## src/rtl/fp16_norm_sequencer_pkg.sv

```systemverilog
// Shared definitions for the half-precision normalizer sequencer.
// Holds the default datapath widths and the controller state encoding.
package fp16_norm_sequencer_pkg;

    localparam int DEF_MB = 11;
    localparam int DEF_EB = 5;

    typedef enum logic [1:0] {
        ST_IDLE = 2'd0,
        ST_NORM = 2'd1,
        ST_DONE = 2'd2
    } state_t;

endpackage

```

## src/rtl/fp16_norm_sequencer_step.sv

```systemverilog
// One combinational normalization step.
// Given the working mantissa/exponent, produces the next values, the flags and whether to stop.
module fp16_norm_sequencer_step
    import fp16_norm_sequencer_pkg::*;
#(
    parameter int MB = DEF_MB,
    parameter int EB = DEF_EB
) (
    input  logic [MB:0] mant,
    input  logic [EB:0] exp,
    output logic [MB:0] next_mant,
    output logic [EB:0] next_exp,
    output logic        ovf,
    output logic        denorm,
    output logic        shift,
    output logic        done
);

    localparam logic [EB:0] EXP_MAX = (EB+1)'((1 << EB) - 1);
    localparam logic [EB:0] EXP_ONE = (EB+1)'(1);

    logic [EB:0] exp_inc;

    assign exp_inc = exp + EXP_ONE;

    // An exponent with its spare MSB set can only mean overflow once the mantissa is nonzero.
    always_comb begin
        next_mant = mant;
        next_exp  = exp;
        ovf       = 1'b0;
        denorm    = 1'b0;
        shift     = 1'b0;
        done      = 1'b1;
        if (mant == '0) begin
            next_exp = '0;
        end else if (exp[EB] || (mant[MB] && (exp_inc >= EXP_MAX))) begin
            next_mant = '0;
            next_exp  = EXP_MAX;
            ovf       = 1'b1;
        end else if (mant[MB]) begin
            next_mant = mant >> 1;
            next_exp  = exp_inc;
        end else if (!mant[MB-1]) begin
            if (exp > EXP_ONE) begin
                next_mant = mant << 1;
                next_exp  = exp - EXP_ONE;
                shift     = 1'b1;
                done      = 1'b0;
            end else begin
                next_exp = '0;
                denorm   = 1'b1;
            end
        end
    end

endmodule

```

## src/rtl/fp16_norm_sequencer.sv

```systemverilog
// Iterative normalizer controller between the add/sub stage and the round/pack stage.
// Accepts one operand, applies one step per cycle, then holds the result until taken.
module fp16_norm_sequencer
    import fp16_norm_sequencer_pkg::*;
#(
    parameter int MB = DEF_MB,
    parameter int EB = DEF_EB
) (
    input  logic          clk,
    input  logic          rst,
    input  logic          in_valid,
    output logic          in_ready,
    input  logic [MB:0]   in_mant,
    input  logic [EB:0]   in_exp,
    output logic          out_valid,
    input  logic          out_ready,
    output logic [MB:0]   out_mant,
    output logic [EB:0]   out_exp,
    output logic          out_ovf,
    output logic          out_denorm,
    output logic [3:0]    shift_cnt
);

    state_t      state, next_state;
    logic [MB:0] mant_q;
    logic [EB:0] exp_q;
    logic        ovf_q, denorm_q, valid_q;
    logic [3:0]  cnt_q;

    logic [MB:0] step_mant;
    logic [EB:0] step_exp;
    logic        step_ovf, step_denorm, step_shift, step_done;

    fp16_norm_sequencer_step #(.MB(MB), .EB(EB)) u_step (
        .mant      (mant_q),
        .exp       (exp_q),
        .next_mant (step_mant),
        .next_exp  (step_exp),
        .ovf       (step_ovf),
        .denorm    (step_denorm),
        .shift     (step_shift),
        .done      (step_done)
    );

    always_ff @(posedge clk or posedge rst) begin
        if (rst) state <= ST_IDLE;
        else     state <= next_state;
    end

    always_comb begin
        next_state = state;
        case (state)
            ST_IDLE: if (in_valid) next_state = ST_NORM;
            ST_NORM: if (step_done) next_state = ST_DONE;
            ST_DONE: if (valid_q && out_ready) next_state = ST_IDLE;
            default: next_state = ST_IDLE;
        endcase
    end

    always_comb begin
        in_ready   = (state == ST_IDLE);
        out_valid  = valid_q;
        out_mant   = mant_q;
        out_exp    = exp_q;
        out_ovf    = ovf_q;
        out_denorm = denorm_q;
        shift_cnt  = cnt_q;
    end

    // Valid rises one cycle after entering DONE so the result is registered before it is offered.
    always_ff @(posedge clk or posedge rst) begin
        if (rst) begin
            mant_q   <= '0;
            exp_q    <= '0;
            ovf_q    <= 1'b0;
            denorm_q <= 1'b0;
            cnt_q    <= '0;
            valid_q  <= 1'b0;
        end else begin
            case (state)
                ST_IDLE: begin
                    if (in_valid) begin
                        mant_q   <= in_mant;
                        exp_q    <= in_exp;
                        ovf_q    <= 1'b0;
                        denorm_q <= 1'b0;
                        cnt_q    <= '0;
                    end
                end
                ST_NORM: begin
                    mant_q   <= step_mant;
                    exp_q    <= step_exp;
                    ovf_q    <= step_ovf;
                    denorm_q <= step_denorm;
                    if (step_shift && (cnt_q != 4'hF)) cnt_q <= cnt_q + 4'd1;
                end
                ST_DONE: begin
                    if (!valid_q)      valid_q <= 1'b1;
                    else if (out_ready) valid_q <= 1'b0;
                end
                default: valid_q <= 1'b0;
            endcase
        end
    end

endmodule

```

## config.mk

```make
export PLATFORM = sky130hd
export DESIGN_NAME = fp16_norm_sequencer
export DESIGN_NICKNAME = d
export VERILOG_FILES = /design/src/rtl/fp16_norm_sequencer_pkg.sv /design/src/rtl/fp16_norm_sequencer_step.sv /design/src/rtl/fp16_norm_sequencer.sv
export SDC_FILE = /design/constraint.sdc
export NUM_CORES = 1
export LEC_CHECK = 0
export BUFFER_PORTS_ARGS = -buffer_cell sky130_fd_sc_hd__buf_2
export CORE_ASPECT_RATIO = 1.2
export CORE_MARGIN = 3
export CORE_UTILIZATION = 43
export CTS_CLUSTER_SIZE = 10
export DETAILED_ROUTE_END_ITERATION = 8
export GPL_ROUTABILITY_DRIVEN = 0
export HOLD_SLACK_MARGIN = 0.02
export PLACE_DENSITY = 0.71
export SLEW_MARGIN = 20
export SYNTH_ARGS = -nofsm -noshare
export SYNTH_HDL_FRONTEND = slang
export SYNTH_SLANG_ARGS = --single-unit
```

## constraint.sdc

```tcl
create_clock -name clk -period 2.35 [get_ports clk]
set_input_delay 0 -clock clk [delete_from_list [all_inputs] [get_ports clk]]
set_output_delay 0 -clock clk [all_outputs]
set_load 0.01 [all_outputs]
```

==> run metrics, run 1 <==
Final Max Tran Viols=0; critical path's slowest cell=dfrtp_1; Ant. Diodes=0; Yosys cell types=45; unrepaired setup endpoints after global routing=no; maximum VDD drop=slightly above 0.0006 V; Final Setup Violations=0; Cells after Synth=210; Layout Skew=roughly 5.3 ps; CP max FO=10; Avg Inst Size Synth=8.50 sq um; post-synth top area cell=dfrtp_1; slew of the pin with the lowest slew margin=roughly 1100 ps; Period Utilization, post-route=about 94%; H-Tree Depth=1; Worst EP required=2520 ps; number of I/O port buffers=47; DR vias/cell=5.68; sequential area share after synthesis=37.8%; met2 wire len=between 2000 and 2500 um; Util after Layout=56.1%; max_cap viols=0; Slew HR=around 29%; share of cells above drive strength 1=a little over a quarter; drt drc=0; Post-synth EDFFs=0; Core Box Area=slightly below 0.004 sq mm; Die X=64.8 um; critical path capture point type=register; aggregate global-route resource usage=between 20 and 25%; WL/cell=~15 um; clk sinks=27; Synth warnings=0; setup TNS=0 ps; Placed Instances=approximately 300; WP data arrival=approximately 2400 ps; syn_nets=237; Starting Density=between 40% and 50%; Final Hold Vio Count=0; Top delay family on crit path=compound AO/OA/AOI/OAI gates; share of the synthesized area in the top cell type=a little under two fifths; leakage=~1.0 nW; Main synth FF type=dfrtp_1; initial drt markers=between 100 and 150; top post-synthesis cells by area=dfrtp_1 38%, a22o_1 4.9%, nor2_1 4.8%; largest net degree at the start of global routing=28; global-route wire length before repair=between 8000 and 9000 um; DIE HEIGHT=76.6 um; detailed-router iteration count before antenna repair=4; crit path cell chain=ha_1 -> xor2_1 -> or3b_1 -> o2111a_1 -> a22oi_1 -> mux2i_1; status=complete, no violations; R2R setup slack=approximately 150 ps; worst hold-check path type=in -> reg; Clock Pin Slew Worst Setup and Hold Paths=approximately 100 ps; Yosys reg bits=27; final critical-path setup slack=between 150 and 200 ps; Routed met3 length=about 320 um; Clk Latency, worst-skew pair=a little under 300 ps; Root Buffer=clkbuf_8; Remaining Overflow, GRT=0; Worst setup SP type=register; clock buffer depth=2; CTS tree=built; minimum clock period after layout=roughly 2200 ps; Syn Std Cell Area=roughly 0.0018 sq mm; critical path buffer and inverter count=0; DP Area=0.00209 sq mm; Area growth syn-to-layout=24.8%; fmax=455 MHz; met1 WL=between 2000 and 2500 um; Die ar.=a little under 0.005 sq mm; Synth async-reset ratio=100%; non-filler cells, final=approximately 320; top cells by count, synth=27 x dfrtp_1, 23 x nor2_1, 14 x a21oi_1, 13 x nand2_1; vias in the first global route=between 1500 and 2000; initial antenna violation count=0; Nets=between 200 and 300; Finished Cell Area=about 0.0022 sq mm; Pwr Density=1330 mW/mm^2; Top Layer Used=met4; kind of critical path=reg -> reg; post-detail-place hpwl=between 3000 and 4000 um; count leader, synth=dfrtp_1; IO Pins=48; total CTS buffers=3; FP Rows=25; Total Routed Length=4740 um; Post-Place Setup Slack=196 ps; slowest stage delay, CP=490 ps; vias=between 1500 and 2000; Post-DRT Antenna Nets=0
[layout by cell type (no fill, tap or decap), drive strengths merged, types with 3 or more instances in the layout]
cell type    synthesis  final
nand3               10     10
a22o                10     10
inv                  9      9
dfrtp               27     27
a31oi                9      9
a21oi               14     14
clkbuf               6      3
dlygate4sd3          0      9
o31ai                4      4
o21ai               11     11
nand2               13     13
nor2b                9      9
a22oi               10     10
nor2                23     23
ha                   5      5
nor4                 4      4
buf                 10     57
nor3                 4      4
[cells by family (layout without fill, tap and decap cells)]
kind of cell / Yosys count / in the layout / share of synthesized area [%]
adders and majority gates: 5 / 5 / 3.50
DFF: 27 / 27 / 37.8
muxes: 2 / 2 / 1.12
xor gates and xnor gates: 2 / 2 / 0.981
buffers and inverters: 25 / 79 / 6.52
AOI/OAI and AO/OA: 74 / 74 / 28.8
and+or+nand+nor: 75 / 75 / 21.2
[routing by layer]
metal	up-vias	track usage, %
met5	-	0
met4	0	7.19
met3	9	2.80
met2	62	32.4
met1	843	28.1
li1	891	-
[final cells by class]
| cell class | count | area, sq um |
|---|---|---|
| Fill cell | 381 | 1740 |
| Multi-Input combinational cell | 158 | 1000 |
| Sequential cell | 27 | 677 |
| Timing Repair Buffer | 66 | 400 |
| Tap cell | 54 | 67.6 |
| Clock buffer | 3 | 41.3 |
| Inverter | 9 | 33.8 |
| Clock inverter | 1 | 7.51 |
[path summary, 6_finish.rpt]
path / endpoint / cells after the start / from
max in group asynchronous: out_exp[0] / 4 / rst
hold / removal: state[1] / 4 / out_ready
hold reg to reg: out_denorm / 1 / out_denorm
setup reg to reg: out_mant[10] / 6 / out_exp[1]
setup / recovery: out_mant[10] / 6 / out_exp[1]
min in group asynchronous: out_mant[7] / 4 / rst
[per-stage QoR]
| step | power (mW) | hold slack (ps) |
|---|---|---|
| floorplan | 2.15 | 52.7 |
| global placement | 2.63 | 79.1 |
| detailed placement | 2.67 | 83.2 |
| CTS | 2.98 | 21.9 |
| global route | 3.24 | 42.0 |
| finish | 2.96 | 19.2 |
[tightest hold or removal path, delay by kind of cell]
kind | cells | cell delay [ps]
AOI/OAI and AO/OA | 2 | 120
and+or+nand+nor | 1 | 80
buffers and inverters | 1 | 70
[power breakdown]
| part | internal (mW) | total [mW] | switching [mW] | leakage [nW] |
|---|---|---|---|---|
| combinational | 0.745 | 1.70 | 0.958 | 0.659 |
| sequential | 0.662 | 0.983 | 0.321 | 0.324 |
| clock | 0.121 | 0.279 | 0.158 | 0.0217 |
| total | 1.53 | 2.96 | 1.44 | 1.00 |
[flip-flops by register name, indices dropped and copies added, names as in the netlist]
| signal | flops |
|---|---|
| out_mant | 12 |
| out_denorm | 1 |
| state | 2 |
| out_valid | 1 |
| out_ovf | 1 |
| out_exp | 6 |
| shift_cnt | 4 |
[what timing repair did]
item                       4_1_cts  5_1_grt
setup buffers                    0        0
setup endpoints to repair        0        3
hold buffers                     9        0
hold endpoints to repair        34        0
gates resized for setup          0        2
Note: power is estimated with default switching activity, not from simulation.
==> inputs of run 2 (changes only) <==
--- a/config.mk
+++ b/config.mk
@@ -6,7 +6,6 @@
 export NUM_CORES = 1
 export LEC_CHECK = 0
 export BUFFER_PORTS_ARGS = -buffer_cell sky130_fd_sc_hd__buf_2
-export CORE_ASPECT_RATIO = 1.2
 export CORE_MARGIN = 3
 export CORE_UTILIZATION = 43
 export CTS_CLUSTER_SIZE = 10
@@ -14,6 +13,7 @@
 export GPL_ROUTABILITY_DRIVEN = 0
 export HOLD_SLACK_MARGIN = 0.02
 export PLACE_DENSITY = 0.71
+export SKIP_CTS_REPAIR_TIMING = 1
 export SLEW_MARGIN = 20
 export SYNTH_ARGS = -nofsm -noshare
 export SYNTH_HDL_FRONTEND = slang
==> run 2 against run 1 <==
Compared with the run above: global-route usage down 0.57 points; core utilization rose by 2.4 points; critical path depth increased by 2; highest routed layer unchanged; hold slack got worse by 6.9 ps; die area about the same; clock power barely moved; wire length is 2.4% higher.
==> run metrics, run 2 (same netlist as run 1, synthesis figures left out) <==
Nets=295 (was 292); IO Pins=48 (unchanged); Post-DRT Antenna Nets=0 (unchanged); Final Hold Vio Count=0 (unchanged); Area growth syn-to-layout=25.4% (was 24.8%); Starting Density=46.7% (was 44.9%); Worst EP required=2550 ps (was 2520 ps); Root Buffer=clkbuf_8 (unchanged); WL/cell=15.4 um (was 14.9 um); R2R setup slack=150 ps (about the same); CTS tree=built (unchanged); Total Routed Length=4860 um (was 4740 um); drt drc=0 (unchanged); CP max FO=13 (was 10); Layout Skew=3.42 ps (was 5.28 ps); Clock Pin Slew Worst Setup and Hold Paths=100 ps (about the same); Final Max Tran Viols=0 (unchanged); vias=1822 (was 1805); DP Area=0.00210 sq mm (was 0.00209 sq mm); Util after Layout=58.5% (was 56.1%); WHS Endpoint=out_exp[5] (was state[1]); R2R Path Start=out_exp[1] (unchanged); Die X=70.4 um (was 64.8 um); fmax=455 MHz (about the same); initial antenna violation count=0 (unchanged); Die ar.=0.00496 sq mm (about the same); total CTS buffers=3 (unchanged); Period Utilization, post-route=93.5% (about the same); Reg power frac=30.9% (was 33.1%); switching share of power=48.2% (was 48.5%); status=complete, no violations (unchanged); switching pwr=1.45 mW (was 1.44 mW); unrepaired setup endpoints after global routing=yes (was no); Reg2Reg Depth=8 (was 6); Slew HR=39.7% (was 29.0%); worst hold-check path type=in -> reg (unchanged); largest net degree at the start of global routing=28 (unchanged); DIE HEIGHT=70.4 um (was 76.6 um); global-route wire length before repair=8080 um (was 8190 um); Placed Instances=302 (was 305); worst min-delay path startpoint=in_exp[5] (was out_ready); clock buffer depth=2 (unchanged); clk sinks=27 (unchanged); Final Setup Violations=0 (unchanged); post-detail-place hpwl=3520 um (was 3380 um); leakage=1.02 nW (was 1.00 nW); hold depth=3 (was 4); minimum clock period after layout=2200 ps (about the same); Finished Cell Area=0.00224 sq mm (was 0.00223 sq mm); Ant. Diodes=0 (unchanged); critical path capture point type=register (unchanged); most common cell after layout, fill and taps aside=buf_2 (unchanged); Clk Latency, worst-skew pair=280 ps (was 290 ps); initial drt markers=120 (was 123); max reg flops=12 (unchanged); most frequent cells in the layout=47 x buf_2, 26 x dfrtp_1, 23 x nor2_1 (unchanged); maximum VDD drop=0.000596 V (was 0.000615 V); non-filler cells, final=315 (was 318); number of I/O port buffers=47 (unchanged); hold_ws=12.2 ps (was 19.2 ps); capturing point of the worst reg2reg path=out_mant[4] (was out_mant[10]); slew of the pin with the lowest slew margin=901 ps (was 1060 ps); Clock Power Share=9.3% (was 9.4%); final critical-path setup slack=154 ps (was 152 ps); WP data arrival=2400 ps (was 2370 ps); Internal=1.56 mW (was 1.53 mW); Remaining Overflow, GRT=0 (unchanged); vias in the first global route=1672 (was 1733); FP Rows=22 (was 25); H-Tree Depth=1 (unchanged); DR vias/cell=5.78 (was 5.68); Worst setup SP type=register (unchanged); Core Box Area=0.00383 sq mm (was 0.00397 sq mm); aggregate global-route resource usage=19.8% (was 20.4%); Gate power share=59.8% (was 57.4%); Post-Place Setup Slack=179 ps (was 196 ps); kind of critical path=reg -> reg (unchanged); Pwr Density=1350 mW/mm^2 (was 1330 mW/mm^2); detailed-router iteration count before antenna repair=4 (unchanged); share of cells above drive strength 1=26.6% (was 26.1%); max_cap viols=0 (unchanged)
## run 2: layout make-up
class | count | area, sq um
Tap cell | 48 | 60.1
Multi-Input combinational cell | 158 | 1000
Timing Repair Buffer | 69 | 423
Clock inverter | 1 | 5.00
Sequential cell | 27 | 677
Clock buffer | 3 | 41.3
Inverter | 9 | 33.8
Fill cell | 359 | 1590
## run 2: through the flow
| stage | TNS (ps) | power, mW |
|---|---|---|
| after detailed placement | 0 | 2.72 |
| after global placement | 0 | 2.68 |
| after global routing | -7.26 | 3.30 |
| after floorplan | 0 | 2.15 |
| after CTS | 0 | 3.00 |
| final | 0 | 3.02 |
## run 2: critical path: stages (launching register included)
cell and delay [ps]:
dfrtp_1 490, inv_1 130, ha_1 260, nor2_1 280, o22ai_1 180, a221oi_2 340
buf_4 250, nor2_1 50, a21oi_1 140
## run 2: layer usage
metal / vias up / global-route usage, % / share of wire, %
met5: - / 0 / 0
li1: 895 / - / -
met3: 6 / 3.02 / 5.5
met4: 0 / 4.68 / 1.2
met1: 861 / 27.4 / 45
met2: 60 / 32.5 / 48
## run 2: worst max-delay path by stage
stage	startpoint	end	slack [ps]
after CTS	out_exp[0]	out_mant[4]	140
after floorplan	out_exp[0]	out_mant[1]	330
after detailed placement	out_exp[0]	out_mant[4]	180
final	out_exp[1]	out_mant[4]	150
after global routing	out_exp[1]	out_exp[0]	-7
after global placement	out_exp[0]	out_mant[9]	250
## run 2: power groups by stage
stage                     registers [mW]  clock network (mW)  logic, mW
final                              0.933               0.279       1.81
after global routing               0.974               0.307       2.02
after CTS                          0.928               0.280       1.79
after detailed placement           0.936                   0       1.78
after global placement             0.928                   0       1.75
after floorplan                    0.947                   0       1.20
==> inputs of run 3 (changes only) <==
--- a/config.mk
+++ b/config.mk
@@ -7,12 +7,12 @@
 export LEC_CHECK = 0
 export BUFFER_PORTS_ARGS = -buffer_cell sky130_fd_sc_hd__buf_2
 export CORE_MARGIN = 3
-export CORE_UTILIZATION = 43
+export CORE_UTILIZATION = 52
 export CTS_CLUSTER_SIZE = 10
 export DETAILED_ROUTE_END_ITERATION = 8
 export GPL_ROUTABILITY_DRIVEN = 0
 export HOLD_SLACK_MARGIN = 0.02
-export PLACE_DENSITY = 0.71
+export PLACE_DENSITY = 0.83
 export SKIP_CTS_REPAIR_TIMING = 1
 export SLEW_MARGIN = 20
 export SYNTH_ARGS = -nofsm -noshare
==> constraint.sdc (replaced) <==
create_clock -name clk -period 2.35 [get_ports clk]
set_input_delay 0.47 -clock clk [delete_from_list [all_inputs] [get_ports clk]]
set_output_delay 0.47 -clock clk [all_outputs]
set_load 0.01 [all_outputs]
==> run 3 against run 2 <==
Compared with the run above: via count rose by 2.6%; combinational power barely moved; sequential power rose by 2%; core utilization rose by 9.4 points; critical path type unchanged; critical endpoint is now out_mant[3]; largest cell class unchanged; largest power group unchanged.
==> run metrics, run 3 (same netlist as run 1, synthesis figures left out) <==
FP Rows=20 (was 22); fillers=274 (was 359); max_cap viols=0 (unchanged); max reg flops=12 (unchanged); Nets=288 (was 295); maximum VDD drop=0.000600 V (was 0.000596 V); H-Tree Depth=1 (unchanged); Post-DRT Antenna Nets=0 (unchanged); status=complete, no violations (unchanged); aggregate global-route resource usage=24.0% (was 19.8%); kind of critical path=reg -> reg (unchanged); Worst EP required=2560 ps (was 2550 ps); Slew HR=58.3% (was 39.7%); vias in the first global route=1707 (was 1672); Final Max Tran Viols=0 (unchanged); share of cells above drive strength 1=28.5% (was 26.6%); global-route wire length before repair=7920 um (was 8080 um); DR vias/cell=6.15 (was 5.78); largest net degree at the start of global routing=28 (unchanged); Final Setup Violations=0 (unchanged); Layout Skew=14.9 ps (was 3.42 ps); initial antenna violation count=0 (unchanged); Pwr Density=1370 mW/mm^2 (was 1350 mW/mm^2); clk sinks=27 (unchanged); total power=2.94 mW (was 3.02 mW); WP data arrival=2380 ps (was 2400 ps); slew of the pin with the lowest slew margin=623 ps (was 901 ps); WL/cell=15.2 um (was 15.4 um); Core Box Area=0.00315 sq mm (was 0.00383 sq mm); detailed-router iteration count before antenna repair=6 (was 4); IO Pins=48 (unchanged); number of I/O port buffers=47 (unchanged); Starting Density=56.6% (was 46.7%); CP max FO=10 (was 13); most common cell after layout, fill and taps aside=buf_2 (unchanged); critical path capture point type=register (unchanged); Ant. Diodes=0 (unchanged); fmax=463 MHz (was 455 MHz); post-detail-place hpwl=3480 um (was 3520 um); worst hold-check path type=in -> async (was in -> reg); Clock Pin Slew Worst Setup and Hold Paths=150 ps (was 100 ps); minimum clock period after layout=2160 ps (was 2200 ps); Die X=64.6 um (was 70.4 um); clock buffer depth=2 (unchanged); Final Hold Vio Count=0 (unchanged); Period Utilization, post-route=92.0% (was 93.5%); initial drt markers=187 (was 120); vias=1870 (was 1822); drt drc=0 (unchanged); DIE HEIGHT=64.6 um (was 70.4 um); Remaining Overflow, GRT=0 (unchanged); hold_ws=154 ps (was 12.2 ps); most frequent cells in the layout=47 x buf_2, 25 x dfrtp_1, 23 x nor2_1 (was 47 x buf_2, 26 x dfrtp_1, 23 x nor2_1); unrepaired setup endpoints after global routing=no (was yes); total CTS buffers=3 (unchanged); CTS tree=built (unchanged); Total Routed Length=4610 um (was 4860 um); setup TNS=0 ps (unchanged); Post-Place Setup Slack=195 ps (was 179 ps); final critical-path setup slack=188 ps (was 154 ps); Area growth syn-to-layout=20.0% (was 25.4%); Root Buffer=clkbuf_4 (was clkbuf_8); Worst setup SP type=register (unchanged); Die ar.=0.00417 sq mm (was 0.00496 sq mm); Clk Latency, worst-skew pair=330 ps (was 280 ps); leakage=0.985 nW (was 1.02 nW)
## run 3: per-layer routing
layer	global-route usage [%]	part of all wire (%)	wire, um
met3	5.03	9.0	413
met2	38.5	50	2290
met5	0	0	0
met4	8.71	1.0	48
met1	32.1	40	1860
## run 3: critical path: stages (launching register included)
cell and delay (ps):
dfrtp_2 500, ha_1 250, xor2_1 170, or3b_1 430, o2111a_1 400, a22oi_1 190
a21oi_1 110
## run 3: through the flow
step	utilization [%]	area, sq um	cells
after floorplan	-	1790	210
after global placement	66.8	2110	300
after detailed placement	66.8	2110	300
after CTS	67.7	2130	304
after global routing	67.9	2140	304
final	67.9	2140	304
## run 3: area by class of cell
| class | instances | area, sq um | share of cell area (%) |
|---|---|---|---|
| inverters | 9 | 33.8 | 1.58 |
| multi-input cells | 158 | 1000 | 46.7 |
| well taps | 44 | 55.1 | 2.57 |
| clock buffers | 3 | 22.5 | 1.05 |
| flip-flops and latches | 27 | 678 | 31.7 |
| clock inverters | 1 | 5.00 | 0.234 |
| repair buffers | 62 | 348 | 16.2 |
## run 3: final timing paths
check / depth (start not counted) / slack [ps] / endpoint / startpoint
max reg2reg: 6 / 190 / out_mant[3] / out_exp[0]
min: 3 / 150 / shift_cnt[3] / rst
max: 6 / 190 / out_mant[3] / out_exp[0]
min reg2reg: 1 / 530 / out_denorm / out_denorm
max in group asynchronous: 3 / 1920 / out_exp[3] / rst
min in group clk: 3 / 340 / out_mant[11] / in_mant[11]
## run 3: power breakdown
group | leakage [nW] | switching, mW | total [mW] | internal, mW
sequential | 0.323 | 0.285 | 0.949 | 0.663
combinational | 0.644 | 1.01 | 1.79 | 0.778
clock | 0.0177 | 0.137 | 0.201 | 0.0639
